--- src/rtl/mem_arb_pkg.sv ---
// Shared types and constants for the unified-memory arbiter.
package mem_arb_pkg;

  // Wide enough for a load value of MEM_LAT-1 with MEM_LAT up to 15.
  localparam int unsigned CntW          = 4;
  localparam int unsigned MemLatDefault = 2;

  typedef enum logic [1:0] {
    StIdle = 2'd0,
    StBusy = 2'd1,
    StDone = 2'd2
  } state_e;

  typedef enum logic {
    OwnIf = 1'b0,
    OwnD  = 1'b1
  } owner_e;

endpackage

--- src/rtl/mem_arbiter_if.sv ---
// Fetch, data and memory-side signal bundle of the arbiter.
interface mem_arbiter_if #(
  parameter int unsigned ADDR_W = 64
);

  logic              if_req;
  logic              if_kill;
  logic [ADDR_W-1:0] if_addr;
  logic [31:0]       if_rdata;
  logic              if_ready;

  logic              d_req;
  logic              d_we;
  logic [ADDR_W-1:0] d_addr;
  logic [63:0]       d_wdata;
  logic [63:0]       d_rdata;
  logic              d_ready;

  logic              mem_en;
  logic              mem_we;
  logic [ADDR_W-1:0] mem_addr;
  logic [63:0]       mem_wdata;
  logic [63:0]       mem_rdata;

  // Arbiter side.
  modport slave (
    input  if_req, if_kill, if_addr,
    output if_rdata, if_ready,
    input  d_req, d_we, d_addr, d_wdata,
    output d_rdata, d_ready,
    output mem_en, mem_we, mem_addr, mem_wdata,
    input  mem_rdata
  );

  // Requesters plus memory model side.
  modport master (
    output if_req, if_kill, if_addr,
    input  if_rdata, if_ready,
    output d_req, d_we, d_addr, d_wdata,
    input  d_rdata, d_ready,
    input  mem_en, mem_we, mem_addr, mem_wdata,
    output mem_rdata
  );

endinterface

--- src/rtl/mem_arb_lat_cnt.sv ---
// Memory latency counter: load on grant, count down while busy, flag zero.
module mem_arb_lat_cnt
  import mem_arb_pkg::*;
(
  input  logic            clk,
  input  logic            reset,
  input  logic            load_i,
  input  logic [CntW-1:0] load_val_i,
  input  logic            dec_i,
  output logic            zero_o
);

  logic [CntW-1:0] cnt_d, cnt_q;

  always_comb begin
    cnt_d = cnt_q;
    if (load_i) begin
      cnt_d = load_val_i;
    end else if (dec_i && (cnt_q != '0)) begin
      cnt_d = cnt_q - 1'b1;
    end
  end

  always_ff @(posedge clk or negedge reset) begin
    if (!reset) begin
      cnt_q <= '0;
    end else begin
      cnt_q <= cnt_d;
    end
  end

  assign zero_o = (cnt_q == '0);

endmodule

--- src/rtl/mem_arbiter.sv ---
// Two-requester (fetch / data) arbiter in front of a single-ported memory.
// Define MEM_ARB_RR_EN for round-robin on simultaneous requests; default is data priority.
module mem_arbiter
  import mem_arb_pkg::*;
#(
  parameter int unsigned MEM_LAT = MemLatDefault,
  parameter int unsigned ADDR_W  = 64
) (
  input logic          clk,
  input logic          reset,
  mem_arbiter_if.slave bus
);

  state_e            state_d, state_q;
  owner_e            owner_d, owner_q;
  logic [ADDR_W-1:0] addr_d, addr_q;
  logic              we_d, we_q;
  logic [63:0]       wdata_d, wdata_q;
  logic [31:0]       if_rdata_d, if_rdata_q;
  logic [63:0]       d_rdata_d, d_rdata_q;
  logic              if_ready_d, if_ready_q;
  logic              d_ready_d, d_ready_q;

  logic cnt_load, cnt_dec, cnt_zero;
  logic if_cand, grant_if, grant_d;

  // A kill in the same cycle keeps the fetch out of arbitration entirely.
  assign if_cand = bus.if_req && !bus.if_kill;

`ifdef MEM_ARB_RR_EN
  owner_e last_d, last_q;

  always_comb begin
    grant_d  = bus.d_req && (!if_cand || (last_q == OwnIf));
    grant_if = if_cand && !grant_d;
  end

  always_comb begin
    last_d = last_q;
    if (state_q == StIdle) begin
      if (grant_d) begin
        last_d = OwnD;
      end else if (grant_if) begin
        last_d = OwnIf;
      end
    end
  end

  always_ff @(posedge clk or negedge reset) begin
    if (!reset) begin
      last_q <= OwnIf;
    end else begin
      last_q <= last_d;
    end
  end
`else
  always_comb begin
    grant_d  = bus.d_req;
    grant_if = if_cand && !bus.d_req;
  end
`endif

  mem_arb_lat_cnt u_lat_cnt (
    .clk        (clk),
    .reset      (reset),
    .load_i     (cnt_load),
    .load_val_i (CntW'(MEM_LAT - 1)),
    .dec_i      (cnt_dec),
    .zero_o     (cnt_zero)
  );

  always_comb begin
    state_d    = state_q;
    owner_d    = owner_q;
    addr_d     = addr_q;
    we_d       = we_q;
    wdata_d    = wdata_q;
    if_rdata_d = if_rdata_q;
    d_rdata_d  = d_rdata_q;
    if_ready_d = 1'b0;
    d_ready_d  = 1'b0;
    cnt_load   = 1'b0;
    cnt_dec    = 1'b0;

    unique case (state_q)
      StIdle: begin
        if (grant_d) begin
          owner_d  = OwnD;
          addr_d   = bus.d_addr;
          we_d     = bus.d_we;
          wdata_d  = bus.d_wdata;
          cnt_load = 1'b1;
          state_d  = StBusy;
        end else if (grant_if) begin
          owner_d  = OwnIf;
          addr_d   = bus.if_addr;
          we_d     = 1'b0;
          wdata_d  = '0;
          cnt_load = 1'b1;
          state_d  = StBusy;
        end
      end
      StBusy: begin
        cnt_dec = 1'b1;
        if ((owner_q == OwnIf) && bus.if_kill) begin
          state_d = StIdle;
        end else if (cnt_zero) begin
          state_d = StDone;
          if (owner_q == OwnIf) begin
            if_rdata_d = addr_q[2] ? bus.mem_rdata[63:32] : bus.mem_rdata[31:0];
            if_ready_d = 1'b1;
          end else begin
            // Stores complete normally but leave the load data register alone.
            if (!we_q) begin
              d_rdata_d = bus.mem_rdata;
            end
            d_ready_d = 1'b1;
          end
        end
      end
      StDone: begin
        state_d = StIdle;
      end
      default: begin
        state_d = StIdle;
      end
    endcase
  end

  always_ff @(posedge clk or negedge reset) begin
    if (!reset) begin
      state_q    <= StIdle;
      owner_q    <= OwnIf;
      addr_q     <= '0;
      we_q       <= 1'b0;
      wdata_q    <= '0;
      if_rdata_q <= '0;
      d_rdata_q  <= '0;
      if_ready_q <= 1'b0;
      d_ready_q  <= 1'b0;
    end else begin
      state_q    <= state_d;
      owner_q    <= owner_d;
      addr_q     <= addr_d;
      we_q       <= we_d;
      wdata_q    <= wdata_d;
      if_rdata_q <= if_rdata_d;
      d_rdata_q  <= d_rdata_d;
      if_ready_q <= if_ready_d;
      d_ready_q  <= d_ready_d;
    end
  end

  assign bus.mem_en    = (state_q == StBusy);
  assign bus.mem_we    = (state_q == StBusy) && we_q;
  assign bus.mem_addr  = addr_q;
  assign bus.mem_wdata = wdata_q;
  assign bus.if_rdata  = if_rdata_q;
  assign bus.d_rdata   = d_rdata_q;
  assign bus.if_ready  = if_ready_q;
  assign bus.d_ready   = d_ready_q;

endmodule

--- src/flat_wrapper.sv ---
// flat-port wrapper written by rule: the top's interface ports become plain ports
module mem_arbiter_flat import mem_arb_pkg::*;
#(
  parameter int unsigned MEM_LAT = MemLatDefault,
  parameter int unsigned ADDR_W  = 64
)
  (clk, reset, bus_if_req, bus_if_kill, bus_if_addr, bus_if_rdata, bus_if_ready, bus_d_req, bus_d_we, bus_d_addr, bus_d_wdata, bus_d_rdata, bus_d_ready, bus_mem_en, bus_mem_we, bus_mem_addr, bus_mem_wdata, bus_mem_rdata);
  mem_arbiter_if #(.ADDR_W(ADDR_W)) bus_i ();
  input logic clk;
  input logic reset;
  input wire logic [$bits(bus_i.if_req)-1:0] bus_if_req;
  input wire logic [$bits(bus_i.if_kill)-1:0] bus_if_kill;
  input wire logic [$bits(bus_i.if_addr)-1:0] bus_if_addr;
  output wire logic [$bits(bus_i.if_rdata)-1:0] bus_if_rdata;
  output wire logic [$bits(bus_i.if_ready)-1:0] bus_if_ready;
  input wire logic [$bits(bus_i.d_req)-1:0] bus_d_req;
  input wire logic [$bits(bus_i.d_we)-1:0] bus_d_we;
  input wire logic [$bits(bus_i.d_addr)-1:0] bus_d_addr;
  input wire logic [$bits(bus_i.d_wdata)-1:0] bus_d_wdata;
  output wire logic [$bits(bus_i.d_rdata)-1:0] bus_d_rdata;
  output wire logic [$bits(bus_i.d_ready)-1:0] bus_d_ready;
  output wire logic [$bits(bus_i.mem_en)-1:0] bus_mem_en;
  output wire logic [$bits(bus_i.mem_we)-1:0] bus_mem_we;
  output wire logic [$bits(bus_i.mem_addr)-1:0] bus_mem_addr;
  output wire logic [$bits(bus_i.mem_wdata)-1:0] bus_mem_wdata;
  input wire logic [$bits(bus_i.mem_rdata)-1:0] bus_mem_rdata;
  assign bus_i.if_req = bus_if_req;
  assign bus_i.if_kill = bus_if_kill;
  assign bus_i.if_addr = bus_if_addr;
  assign bus_if_rdata = bus_i.if_rdata;
  assign bus_if_ready = bus_i.if_ready;
  assign bus_i.d_req = bus_d_req;
  assign bus_i.d_we = bus_d_we;
  assign bus_i.d_addr = bus_d_addr;
  assign bus_i.d_wdata = bus_d_wdata;
  assign bus_d_rdata = bus_i.d_rdata;
  assign bus_d_ready = bus_i.d_ready;
  assign bus_mem_en = bus_i.mem_en;
  assign bus_mem_we = bus_i.mem_we;
  assign bus_mem_addr = bus_i.mem_addr;
  assign bus_mem_wdata = bus_i.mem_wdata;
  assign bus_i.mem_rdata = bus_mem_rdata;
  mem_arbiter #(.MEM_LAT(MEM_LAT), .ADDR_W(ADDR_W)) u_core (.clk(clk), .reset(reset), .bus(bus_i));
endmodule
--- config.mk ---
export PLATFORM = sky130hd
export DESIGN_NAME = mem_arbiter_flat
export DESIGN_NICKNAME = d
export VERILOG_FILES = /design/src/rtl/mem_arb_pkg.sv /design/src/rtl/mem_arbiter_if.sv /design/src/rtl/mem_arb_lat_cnt.sv /design/src/rtl/mem_arbiter.sv /design/src/flat_wrapper.sv
export SDC_FILE = /design/constraint.sdc
export NUM_CORES = 1
export LEC_CHECK = 0
export CORE_AREA = 2 2 191 193
export DETAILED_ROUTE_END_ITERATION = 10
export DIE_AREA = 0 0 193 195
export HOLD_SLACK_MARGIN = 0.03
export PLACE_DENSITY = 0.59
export SLEW_MARGIN = 10
export SYNTH_ARGS = -nofsm -noshare
export SYNTH_HDL_FRONTEND = slang
export SYNTH_SLANG_ARGS = --single-unit
--- constraint.sdc ---
create_clock -name clk -period 2.08 [get_ports clk]
set_input_delay 0.416 -clock clk [delete_from_list [all_inputs] [get_ports clk]]
set_output_delay 0.416 -clock clk [all_outputs]
set_load 0.03 [all_outputs]
# After elaboration in Yosys (flattened, before gate mapping)
# Cells that the tools add are included.
# classes
add_sub_neg	1
eq_ne	3
muxes	27
n_bitwise	3
reduce_logical	16
# op_table
operator	count
$mux 64	4
$mux 32	1
$mux 1	15
$mux 2	4
$mux 4	2
$logic_and 1x1->1	5
$reduce_and 5->1	1
$logic_not 4->1	1
$pmux 2 s2	1
$reduce_and 2->1	2
$reduce_and 4->1	1
$reduce_bool 2->1	2
$reduce_bool 4->1	1
$sub 4x1->4 const B	1
$ne 3x1->1 const B	1
$ne 3x2->1 const B	1
$not 1->1	3
$eq 2x1->1 const B	1
$logic_not 1->1	2
$logic_not 2->1	1
# word_totals
register_bits	234
inputBits	262
wordCells	60

# Longest topological paths before layout
# Gate-level depths: netlist of run 1.
# depth
depth_word	7
ltp_mapped	7
depth_no_buf	5

# By module
# A second synthesis of run 1 with hierarchy kept.
# unflattened
hier_cells	638
area_unflattened_um2	9884.5
# modules_own_cells
mod	instances	cells_per_inst	area_each_um2	seq_area_each_um2
mem_arbiter	1	611	9614.2	5755.5
mem_arb_lat_cnt	1	27	270.3	100.1

# Worst setup path after synthesis of run 1
# OpenSTA, ideal clock, no wires.
# synth_path
path_type	register -> register
startpoint	register u_core.addr_q[2] (netlist: u_core.bus.mem_addr[2])
endpoint	register u_core.if_rdata_q[10] (netlist: u_core.bus.if_rdata[10])
setup_ps	125
arrival_time_ps	1695
required_time_ps	1955
slack_ps	260
path_stages_with_launch	5
path_buffers	2
period_less_slack_ps	1820
cell_sequence	dfrtp_1 > clkbuf_1 > clkbuf_1 > mux2_2 > mux2_2
# synth_via
elab_chain_cells	1
# synth_lines
element	line	rtl
start, declared	mem_arbiter.sv:16	logic [ADDR_W-1:0] addr_d, addr_q;
start signal, assigned	mem_arbiter.sv:144	addr_q <= addr_d;
$mux 32	mem_arbiter.sv:110	if_rdata_d = addr_q[2] ? bus.mem_rdata[63:32] : bus.mem_rdata[31:0];
end signal, assigned	mem_arbiter.sv:147	if_rdata_q <= if_rdata_d;
end, declared	mem_arbiter.sv:19	logic [31:0] if_rdata_d, if_rdata_q;
# No other way between the ends.
# A chain may end at the register's enable or synchronous reset.

# Worst setup path after layout of run 1
# layout_path
startpoint	register u_core.d_rdata_q[6] (netlist: u_core.bus.d_rdata[6])
endpoint	output bus_d_rdata[6]
# layout_lines
element	line	rtl
start, declared	mem_arbiter.sv:20	logic [63:0] d_rdata_d, d_rdata_q;
start signal, assigned	mem_arbiter.sv:148	d_rdata_q <= d_rdata_d;
end, declared	flat_wrapper.sv:20	output wire logic [$bits(bus_i.d_rdata)-1:0] bus_d_rdata;
# No word-level cell between the ends.

==> results of run 1 <==
-- worst paths after layout --
kind                                                start                         to  slack [ps]  cells past startpoint
min in group clk                                bus_d_req  u_core.u_lat_cnt.cnt_q[3]         440                      3
worst min register to register     u_core.bus.if_rdata[5]     u_core.bus.if_rdata[5]         500                      1
max in group asynchronous                           reset    u_core.bus.if_rdata[17]         890                      3
worst min-delay path                                reset     u_core.bus.d_rdata[20]         410                      2
worst max register to register  u_core.u_lat_cnt.cnt_q[0]     u_core.bus.d_rdata[23]          80                      6
worst max-delay path                u_core.bus.d_rdata[6]             bus_d_rdata[6]          50                      1
-- power by group through the flow --
stage	clock [mW]	sequential [mW]	combinational [mW]
after floorplan	0	12.3	4.18
after global placement	0	8.07	14.7
after detailed placement	0	8.06	14.8
after CTS	5.06	8.09	14.9
after global routing	5.23	8.37	15.3
final	4.89	8.06	14.7
-- final cells by class --
class                           count  area [µm²]
Clock inverter                     12         148
Tap cell                          461         577
Antenna cell                        1        2.50
Fill cell                        3254       18800
Sequential cell                   234        5860
Multi-Input combinational cell    355        3960
Timing Repair Buffer              516        5270
Clock buffer                       37         783
Inverter                            6        25.0
-- cells by family (layout without fill, tap and decap cells) --
| family | after synthesis | after routing |
|---|---|---|
| multiplexers | 256 | 256 |
| AO/OA/AOI/OAI | 76 | 76 |
| adder cells (fa/ha/maj) | 2 | 2 |
| other | 0 | 1 |
| flip-flops | 234 | 234 |
| AND/OR/NAND/NOR | 21 | 21 |
| buffers and inverters | 48 | 571 |
-- routing by layer --
metal  global-route usage [%]  vias up
met3                     4.60       44
met4                     3.73        0
met2                     28.8      300
met5                        0        -
li1                         -     3344
met1                     18.1     3535
-- repair_timing --
action	CTS	global route
resized for setup	8	6
cloned	0	0
endpoints found under the setup margin	5	6
setup buffers	1	0
hold buffers	1	0
pin swaps	0	0
endpoints found under the hold margin	57	0
-- sequential cells by signal, indices dropped and copies added, names as in the netlist --
name	cells
u_core.bus.if_ready	1
u_core.bus.mem_addr	64
u_core.bus.d_rdata	64
u_core.u_lat_cnt.cnt_q	4
u_core.we_q	1
u_core.bus.mem_wdata	64
u_core.state_q	2
u_core.bus.if_rdata	32
u_core.owner_q	1
u_core.bus.d_ready	1
-- through the flow --
stage	util (%)	cells	hold WS (ps)	cell area, µm²
3_3_place_gp	44.2	1570	432	15600
6_report	46.9	1622	409	16600
3_5_place_dp	44.2	1570	429	15600
2_1_floorplan	-	637	120	10100
5_1_grt	46.9	1622	456	16600
4_1_cts	46.9	1621	435	16600
-- placed cells by master, fill, tap and decap left out, drive strengths merged, types with 2 or more instances in the layout --
cell / count
clkbuf: 37
o21ai: 6
nand4b: 2
dfrtp: 234
nand3: 3
nand2b: 2
a22o: 65
dlymetal6s2s: 4
mux2: 256
buf: 30
bufinv: 3
clkdlybuf4s50: 477
clkinv: 7
inv: 6
nor3: 2
clkinvlp: 2
ha: 2
dlygate4sd2: 3
and2: 2
nor2: 3
==> results.sh, run 1 <==
export IMPL_relSlewSlack_pct=57.6
export IMPL_pre_cts_ws_ps=-24.1
export IMPL_cp_required_ps=1660
export IMPL_grt_max_degree=68
export IMPL_syn_avg_cell_area_um2=15.9
export IMPL_fin_ws_ps=52.9
export IMPL_routed_wl_met3_um=2840
export IMPL_wl_met1_um=11900
export IMPL_pwr_share_clk_pct=17.7
export IMPL_grt_pass1_vias=7876
export IMPL_worst_pin_slew_ps=636
export IMPL_cts_tree="built"
export IMPL_dp_hpwl_um=23100
export IMPL_rsz0062_at_grt="yes"
export IMPL_synth_mux_area_share_pct=30.8
export IMPL_status="finished, final reports clean"
export IMPL_htree_levels=1
export IMPL_synth_ff_type="dfrtp_1"
export IMPL_synthAdderAreaFrac_pct=0.248
export IMPL_start_kind="flip-flop"
export IMPL_clock_latency_ps=530
export IMPL_skew_ps=7.91
export IMPL_coreArea_um2=35400
export IMPL_io_pins=490
export IMPL_cts_clk_slew_worst_paths_ps=60
export IMPL_clockBufferDepth=3
export IMPL_hold_path_class="in -> async"
export IMPL_slowest_delay_ps=700
export IMPL_root_buffer="clkbuf_16"
export IMPL_drv_slew=0
export IMPL_via_per_inst=4.45
export IMPL_leakagePower_nw=7.19
export IMPL_max_cap_violations=0
export IMPL_p_sw_share_pct=38.9
export IMPL_synthesis_nets=901
export IMPL_place_port_buffers=489
export IMPL_wl_met2_um=15700
export IMPL_fmax_mhz=493
export IMPL_drc=0
export IMPL_async_reset_ff_share_pct=100
export IMPL_seq_area_frac_synth_pct=57.9
export IMPL_die_h_um=195
export IMPL_setup_viol=0
export IMPL_setup_tns_ps=0
export IMPL_ys_types=35
export IMPL_ys_seq_elements=234
export IMPL_synth_edf_count=0
export IMPL_numCtsBuffers=27
export IMPL_synthSimpleGateAreaFrac_pct=1.50
export IMPL_finalHoldViolCount=0
export IMPL_path_max_fanout=2
export IMPL_synthTopCellsByArea="dfrtp_1 (58%), mux2_2 (22%), mux2_4 (8.9%)"
export IMPL_period_minus_slack_ps=2030
export IMPL_row_count=69
export IMPL_p_int_mw=16.9
export IMPL_dr_max_layer_used="met4"
export IMPL_nets=1404
export IMPL_gr_total_overflow=0
export IMPL_seqPwrFrac_pct=29.2
export IMPL_drive_gt1_share_pct=29.7
export IMPL_yosysMostFrequentCell="dfrtp_1"
export IMPL_path_delay_family="buffers and inverters"
export IMPL_power_per_cell_area_nw_per_um2=1660
export IMPL_p_sw_mw=10.7
export IMPL_vias=7223
export IMPL_worstSetupPathType="reg -> out"
export IMPL_yosysWarnings=0
export IMPL_netlist_top_cells_count="dfrtp_1 (234), mux2_2 (196), a22o_1 (65)"
export IMPL_synthToLayoutAreaGrowth_pct=64.4
export IMPL_p_total_mw=27.6
export IMPL_peakVddDrop_uv=892
export IMPL_critPathBufInv=1
export IMPL_worst_setup_path_end_kind="primary output"
export IMPL_synth_area_um2=10100
export IMPL_synth_area_leader_cell="dfrtp_1"
export IMPL_synth_xor_area_share_pct=0
export IMPL_die_x_um=193
export IMPL_die_area_um2=37600
export IMPL_pwr_share_comb_pct=53.1
export IMPL_crit_slowest_cell="clkdlybuf4s50_1"
export IMPL_first_iter_violations=156
export IMPL_syn_inst=637
export IMPL_grt_first_pass_wirelength_um=46300
export IMPL_first_pass_iters=6
export IMPL_synth_compound_area_share_pct=6.31
export IMPL_worstPathArrival_ps=1610
export IMPL_place_gp_congestion=0.753
export IMPL_synth_top_area_share_pct=57.9
export IMPL_worstPathCellList="clkdlybuf4s50_1"
export IMPL_ant_nets=0
export IMPL_wirelength_um=31000
export IMPL_synth_top_family_by_area="multiplexers"
export IMPL_antenna_found_initial=1
export IMPL_wl_per_cell_um=19.1
export IMPL_track_usage_pct=15.8
export IMPL_cts_sinks=234
export IMPL_start_util_pct=28.6
export IMPL_fin_crit_sh_pct=97.5
Power figures use the tool's default switching activity.
==> run 2: changes to the inputs <==
--- a/config.mk
+++ b/config.mk
@@ -5,9 +5,9 @@
 export SDC_FILE = /design/constraint.sdc
 export NUM_CORES = 1
 export LEC_CHECK = 0
-export CORE_AREA = 2 2 191 193
+export CORE_AREA = 3 3 192 194
 export DETAILED_ROUTE_END_ITERATION = 10
-export DIE_AREA = 0 0 193 195
+export DIE_AREA = 0 0 195 197
 export HOLD_SLACK_MARGIN = 0.03
 export PLACE_DENSITY = 0.59
 export SLEW_MARGIN = 10
==> results.sh, run 2 (synthesis results as in run 1) <==
export IMPL_p_sw_mw=10.8
export IMPL_fillCellCount=3217
export IMPL_status="finished, final reports clean"
export IMPL_seqPwrFrac_pct=29.0
export IMPL_ff_latch_area_um2=5860
export IMPL_track_usage_pct=15.5
export IMPL_cp_required_ps=1660
export IMPL_place_port_buffers=489
export IMPL_vias=7213
export IMPL_row_count=69
export IMPL_numCtsBuffers=27
export IMPL_rsz0062_at_grt="yes"
export IMPL_period_minus_slack_ps=2020
export IMPL_path_delay_family="buffers and inverters"
export IMPL_worstPathCellList="clkdlybuf4s50_1"
export IMPL_max_cap_violations=0
export IMPL_die_h_um=197
export IMPL_leakagePower_nw=7.25
export IMPL_drv_slew=0
export IMPL_place_area_um2=15600
export IMPL_fin_ws_ps=63.2
export IMPL_die_area_um2=38400
export IMPL_worst_setup_path_end_kind="primary output"
export IMPL_setup_viol=0
export IMPL_fin_cells=1619
export IMPL_hold_path_class="in -> reg"
export IMPL_pwr_share_comb_pct=52.7
export IMPL_worstSetupPathType="reg -> out"
export IMPL_nets=1401
export IMPL_cts_sinks=234
export IMPL_start_util_pct=28.6
export IMPL_p_sw_share_pct=38.9
export IMPL_critPathBufInv=1
export IMPL_dp_hpwl_um=23200
export IMPL_worst_pin_slew_ps=574
export IMPL_synthToLayoutAreaGrowth_pct=64.0
export IMPL_drive_gt1_share_pct=29.6
export IMPL_skew_ps=13.0
export IMPL_crit_slowest_cell="clkdlybuf4s50_1"
export IMPL_wirelength_um=31600
export IMPL_pre_cts_ws_ps=-49.1
export IMPL_grt_max_degree=67
export IMPL_coreArea_um2=35400
export IMPL_worstPathArrival_ps=1600
export IMPL_via_per_inst=4.46
export IMPL_cts_clk_slew_worst_paths_ps=60
export IMPL_place_gp_congestion=0.736
export IMPL_placedCellCount=1566
export IMPL_wl_per_cell_um=19.5
export IMPL_stdcell_area_um2=16600
export IMPL_power_per_cell_area_nw_per_um2=1670
export IMPL_gr_total_overflow=0
export IMPL_cts_tree="built"
export IMPL_htree_levels=1
export IMPL_antenna_cells=0
export IMPL_clockBufferDepth=3
export IMPL_grt_first_pass_wirelength_um=47500
export IMPL_multi_input_area_um2=3950
export IMPL_die_x_um=195
export IMPL_io_pins=490
export IMPL_p_total_mw=27.7
export IMPL_p_int_mw=16.9
export IMPL_pwr_share_clk_pct=18.3
export IMPL_drc=0
export IMPL_peakVddDrop_uv=840
export IMPL_root_buffer="clkbuf_16"
export IMPL_slowest_delay_ps=740
export IMPL_final_common_cell="clkdlybuf4s50_1"
export IMPL_fin_crit_sh_pct=97.0
export IMPL_first_pass_iters=4
export IMPL_first_iter_violations=144
export IMPL_relSlewSlack_pct=61.7
export IMPL_grt_pass1_vias=7799
export IMPL_fmax_mhz=496
export IMPL_antenna_found_initial=0
export IMPL_clock_latency_ps=540
export IMPL_layout_common_cells="clkdlybuf4s50_1 (466), dfrtp_1 (234), mux2_2 (196), a22o_1 (65), mux2_4 (60)"
export IMPL_ant_nets=0
export IMPL_start_kind="flip-flop"
export IMPL_finalHoldViolCount=0
export IMPL_path_max_fanout=2
[run 2: cell types whose count changed in the layout (fill, tap and decap cells not counted), moves of 2 or more]
cell             before  now
clkinv_4              2    0
dlymetal6s2s_1        4   10
buf_12               13   10
dlygate4sd2_1         3    8
clkinv_2              5    7
clkdlybuf4s50_1     477  466
clkbuf_1              3    1
[run 2: cell type report]
cell class                 instances  area share, %
multi-input combinational        355           23.8
clock inverter                    15           1.12
clock buffer                      35           4.68
sequential                       234           35.3
inverter                           6          0.136
tap                              461           3.48
timing repair buffer             513           31.5
[run 2: worst paths after layout]
check / startpoint / end / slack, ps / cells past startpoint
setup / recovery: u_core.bus.mem_addr[49] / bus_mem_addr[49] / 60 / 1
hold / removal: bus_d_req / u_core.u_lat_cnt.cnt_q[3] / 300 / 3
setup reg to reg: u_core.u_lat_cnt.cnt_q[0] / u_core.bus.d_rdata[29] / 70 / 6
hold reg to reg: u_core.bus.mem_wdata[28] / u_core.bus.mem_wdata[28] / 500 / 1
max in group asynchronous: reset / u_core.bus.if_rdata[9] / 1010 / 3
min in group asynchronous: reset / u_core.bus.d_rdata[26] / 370 / 2
[run 2: per-layer routing]
metal,track usage [%],share of wire (%),up-vias
li1,-,-,3335
met2,27.2,50,313
met5,0,0,-
met1,18.7,39,3518
met4,3.75,2.1,0
met3,4.96,8.5,47
[run 2: what timing repair did]
item	CTS	global route
setup endpoints to repair	10	16
hold endpoints to repair	39	0
resized for setup	16	11
hold buffers	1	0
setup buffers	0	2
[run 2: power groups by stage]
stage,Combinational [mW],Clock [mW],Sequential (mW)
floorplan,4.18,0,12.3
global placement,14.7,0,8.06
detailed placement,14.9,0,8.06
CTS,14.8,5.24,8.07
global route,15.3,5.41,8.34
finish,14.6,5.07,8.04
[run 2: metrics by stage]
step | hold slack, ps | util (%) | setup TNS (ps)
6_report | 304 | 46.8 | 0
5_1_grt | 308 | 46.8 | -79.2
2_1_floorplan | 120 | - | 0
4_1_cts | 260 | 46.7 | 0
3_3_place_gp | 352 | 44.0 | 0
3_5_place_dp | 358 | 44.0 | -1510
